--- config.mk ---
export PLATFORM = sky130hd
export DESIGN_NAME = swap_writeback_seq
export DESIGN_NICKNAME = d
export VERILOG_FILES = /design/src/rtl/cpu_pkg.sv /design/src/rtl/swap_writeback_seq.sv
export SDC_FILE = /design/constraint.sdc
export NUM_CORES = 1
export LEC_CHECK = 0
export CAP_MARGIN = 20
export CORE_UTILIZATION = 43
export CTS_CLUSTER_SIZE = 30
export DETAILED_ROUTE_END_ITERATION = 7
export PLACE_DENSITY = 0.79
export SETUP_SLACK_MARGIN = 0.05
export SYNTH_ARGS = -nofsm -noshare
export SYNTH_HDL_FRONTEND = slang
export SYNTH_SLANG_ARGS = --single-unit
--- constraint.sdc ---
create_clock -name clk -period 1.75 [get_ports clk]
set_input_delay 0.35 -clock clk [delete_from_list [all_inputs] [get_ports clk]]
set_output_delay 0.35 -clock clk [all_outputs]
set_load 0.01 [all_outputs]
--- src/rtl/cpu_pkg.sv ---
// Shared CPU definitions: ALU op encodings, default datapath widths and the
// writeback sequencer state type.
package cpu_pkg;

  localparam int unsigned DATA_W_DEF = 16;
  localparam int unsigned ADDR_W_DEF = 4;

  typedef enum logic [2:0] {
    ALU_ADD  = 3'b000,
    ALU_SUB  = 3'b001,
    ALU_MOV  = 3'b010,
    ALU_SWAP = 3'b011,
    ALU_AND  = 3'b100,
    ALU_OR   = 3'b101
  } alu_op_t;

  typedef enum logic {
    WB_IDLE   = 1'b0,
    WB_SECOND = 1'b1
  } wb_state_t;

endpackage

--- src/rtl/swap_writeback_seq.sv ---
// Writeback sequencer between the EX/MEM->WB register and a single-write-port
// register file. Unpacks the packed ALU result {Result2, Result1}. Ordinary ops
// issue one write; SWAP issues two back-to-back writes and stalls upstream for
// one cycle while the second write is pending.
//
// Ports:
//   clk, reset_n          clock, asynchronous active-low reset
//   in_valid / in_ready   request handshake (in_ready decoded from state)
//   alu_control           request op, only SWAP is decoded
//   reg_write             request writes the register file at all
//   result                {Result2, Result1}
//   rd1 / rd2             destinations of Result1 / Result2 (rd2 used by SWAP)
//   flush                 drops incoming request or pending second write
//   rf_we/rf_waddr/rf_wdata  registered register-file write port
//   busy                  second SWAP write pending
module swap_writeback_seq
  import cpu_pkg::*;
#(
  parameter int unsigned DATA_W  = DATA_W_DEF,
  parameter int unsigned ADDR_W  = ADDR_W_DEF,
  parameter logic [2:0]  OP_SWAP = ALU_SWAP
) (
  input  logic                  clk,
  input  logic                  reset_n,
  input  logic                  in_valid,
  output logic                  in_ready,
  input  logic [2:0]            alu_control,
  input  logic                  reg_write,
  input  logic [2*DATA_W-1:0]   result,
  input  logic [ADDR_W-1:0]     rd1,
  input  logic [ADDR_W-1:0]     rd2,
  input  logic                  flush,
  output logic                  rf_we,
  output logic [ADDR_W-1:0]     rf_waddr,
  output logic [DATA_W-1:0]     rf_wdata,
  output logic                  busy
);

  wb_state_t           state_q, state_d;
  logic [DATA_W-1:0]   hold_data_q, hold_data_d;
  logic [ADDR_W-1:0]   hold_addr_q, hold_addr_d;
  logic                we_d;
  logic [ADDR_W-1:0]   waddr_d;
  logic [DATA_W-1:0]   wdata_d;
  logic                accept;
  logic                is_swap;

  assign in_ready = (state_q == WB_IDLE);
  assign busy     = (state_q == WB_SECOND);
  assign accept   = in_valid & in_ready & ~flush;
  assign is_swap  = (alu_control == OP_SWAP);

  // State, holding and output registers.
  always_ff @(posedge clk or negedge reset_n) begin
    if (!reset_n) begin
      state_q     <= WB_IDLE;
      hold_data_q <= '0;
      hold_addr_q <= '0;
      rf_we       <= 1'b0;
      rf_waddr    <= '0;
      rf_wdata    <= '0;
    end else begin
      state_q     <= state_d;
      hold_data_q <= hold_data_d;
      hold_addr_q <= hold_addr_d;
      rf_we       <= we_d;
      rf_waddr    <= waddr_d;
      rf_wdata    <= wdata_d;
    end
  end

  // Next-state logic; flush takes priority over accept and the pending write.
  always_comb begin
    state_d = state_q;
    unique case (state_q)
      WB_IDLE: begin
        if (accept && reg_write && is_swap) state_d = WB_SECOND;
      end
      WB_SECOND: begin
        state_d = WB_IDLE;
      end
      default: state_d = WB_IDLE;
    endcase
  end

  // Next values of the write port and SWAP holding registers.
  always_comb begin
    we_d        = 1'b0;
    waddr_d     = rf_waddr;
    wdata_d     = rf_wdata;
    hold_data_d = hold_data_q;
    hold_addr_d = hold_addr_q;
    unique case (state_q)
      WB_IDLE: begin
        if (accept && reg_write) begin
          we_d    = 1'b1;
          waddr_d = rd1;
          wdata_d = result[DATA_W-1:0];
          if (is_swap) begin
            hold_data_d = result[2*DATA_W-1:DATA_W];
            hold_addr_d = rd2;
          end
        end
      end
      WB_SECOND: begin
        if (!flush) begin
          we_d    = 1'b1;
          waddr_d = hold_addr_q;
          wdata_d = hold_data_q;
        end
      end
      default: ;
    endcase
  end

endmodule

==> reports/results.tsv <==
stage	metric	value	unit
final_layout	Antenna diodes	0	
critical_path	crit end category	register	
clocking	Clock Latency Late Sink	0.29	ns
drt	wirelength, routed	3820	µm
power	VDD IR max	0.604	mV
sta	Slew Limit Fails	0	
power	Sw Ratio	24.2	%
logic_synthesis	Netlist Area Pre-Place	0.00182	mm²
logic_synthesis	Mapped Nets	161	
global_route	initial antenna violation count	0	
sta	final worst path period share	91.0	%
critical_path	crit path launch type	register	
worst_hold_path	Hold Path Class	input pin to asynchronous set/reset pin	
global_route	first-pass GRT wire length	5780	µm
sta	RSZ-0062 raised after global routing	false	
status	status	complete, no violations	
drt	DRC violations left	0	
logic_synthesis	Yosys cell types	11	
drt	Routed Antenna Nets	0	
final_layout	commonest cells after routing, fill and taps aside	clkdlybuf4s50_1 (68), mux2_2 (57), dfrtp_1 (41)	
global_route	grt ovf	0	
logic_synthesis	Seq cells post-synth	42	
placed_design	Post-Place Setup Slack	-0.170	ns
global_route	GRT Overall Usage	18.4	%
critical_path	worst setup path class	register to register	
clocking	Clk Tree Root Cell	clkbuf_8	
power	internal power	0.00184	W
logic_synthesis	yosys warns	0	
floorplan	Die H	67.0	µm
clocking	total CTS buffers	5	
global_route	vias in the first global route	1243	
drt	via count	1202	
drt	DR iter-0 viols	37	
logic_synthesis	post-synth top area cell	dfrtp_1	
logic_synthesis	post-synth top area share	57.8	%
final_layout	final std cells w/o fill	242	
critical_path	RR Endpoint	hold_data_q[14]	
sta	Final setup viols	0	
logic_synthesis	Avg Inst Size Synth	16.1	µm²
power	total power	0.00243	W
drt	vias per cell	4.97	
final_layout	commonest non-fill, non-tap cell in the layout	clkdlybuf4s50_1	
placed_design	Port Buffers	70	
logic_synthesis	Post-Synthesis Cells	113	
logic_synthesis	synth top area cells	dfrtp_1 (58%), mux2_2 (35%), mux2_1 (1.9%)	
floorplan	Core Box Area	0.00403	mm²
floorplan	Ports	71	
sta	final setup margin	0.158	ns
critical_path	CP required	1.93	ns
power	power share of the sequential group	51.3	%
clocking	CTS Sinks	42	
final_layout	layout cells sized above 1	38.5	%
sta	TNS Setup	0	ns
critical_path	Worst Path Arrival	1.77	ns
drt	routed length per instance	15.8	µm
sta	Period minus WS final	1.59	ns
critical_path	reg2reg path depth	4	
sta	fmax	628	MHz
sta	slew margin rel.	65.8	%
clocking	Post-CTS Hold Buffers	0	
clocking	CTS max path bufs	2	
placed_design	routability cong.	0.684	
power	Clock Power Share	24.1	%
power	PwrDens	906	mW/mm²
global_route	largest net degree at the start of global routing	43	
clocking	H-Tree Depth	2	
run	maxcap violations	0	
final_layout	fin nets	240	
power	combinational fraction of design power	24.5	%
logic_synthesis	Seq/Total Area, Yosys	57.8	%
floorplan	Starting Density	45.2	%
floorplan	row cnt	23	
floorplan	DIE WIDTH	67.0	µm
power	leakage power	1.11	nW
critical_path	Worst R2R Start	busy	
sta	Hold WS	0.109	ns
clocking	clk slew on worst S/H paths	0.08	ns
placed_design	DP Cell Count	233	
critical_path	CP max FO	11	
drt	DR pass1 iterations	2	
sta	Slew @ Worst Pin	0.513	ns
sta	clk_skew	0.00553	ns
placed_design	DP HPWL	2790	µm
clocking	TritonCTS clock tree	done	
critical_path	flop2flop setup slack	0.16	ns
final_layout	Area Growth Syn to Fin	47.2	%
power	P_sw	0.000587	W
floorplan	die area	0.00450	mm²
sta	final hold violations	0	
==> synthesized netlist by cell type <==
cell	n
nor4_4	1
inv_1	1
buf_6	2
a21oi_2	1
buf_2	2
dfrtp_1	42
mux2_1	3
nand3b_1	1
mux2_2	57
buf_4	2
nand2_1	1
==> power groups by stage <==
stage	Sequential, W	Combinational, W	Clock [W]
after floorplan	0.00129	0.000204	0
after global placement	0.00125	0.000586	0
after detailed placement	0.00127	0.000604	0
after CTS	0.00125	0.000607	0.000606
after global routing	0.00127	0.000637	0.000636
final	0.00125	0.000595	0.000586
==> cell type report <==
class / count / area, µm²
multi-input cells: 64 / 717
well taps: 50 / 62.6
clock buffers: 7 / 76.3
repair buffers: 78 / 767
fillers: 319 / 1350
inverters: 1 / 3.75
flip-flops and latches: 42 / 1050
==> worst max-delay path by stage <==
stage,slack [ns],start,depth (start not counted),to
after detailed placement,-0.17,in_valid,5,hold_data_q[11]
after floorplan,0.31,busy,3,hold_addr_q[0]
after global routing,0.10,busy,4,hold_data_q[14]
after CTS,0.13,busy,4,hold_data_q[14]
final,0.16,busy,4,hold_data_q[14]
after global placement,-0.12,reg_write,5,hold_data_q[11]
==> layer usage <==
metal  GRT usage [%]  part of all wire [%]  wire length, µm
met4            9.57                   2.0               76
met3            4.79                   4.9              188
met1            21.1                    42             1600
met5               0                     0                0
met2            31.1                    51             1960
==> through the flow <==
step	util, %	cell area (µm²)
final	66.5	2680
after global routing	66.5	2680
after CTS	66.5	2680
after detailed placement	64.2	2590
after global placement	64.2	2590
after floorplan	-	1820
==> cell families after synthesis <==
kind of cell           synth area share [%]
AO/OA/AOI/OAI                         0.482
buffers and inverters                  2.82
flip-flops                             57.8
multiplexers                           37.1
AND/OR/NAND/NOR                        1.79
==> sequential cells by signal, summed over array words and instances, names as in the netlist <==
signal and count:
hold_addr_q 4, busy 1, rf_we 1, hold_data_q 16
rf_wdata 16, rf_waddr 4
==> critical path, stage by stage (launching register included) <==
cell and delay (ns):
dfrtp_2 0.43, buf_4 0.16, nor4_4 0.28, buf_4 0.24, mux2_2 0.36
==> repair_timing <==
action | in CTS | in global routing
buffers inserted | 2 | 0
endpoints found under the setup margin | 2 | 0
resized for setup | 2 | 0
No activity file was read; power rests on OpenSTA's default activity.
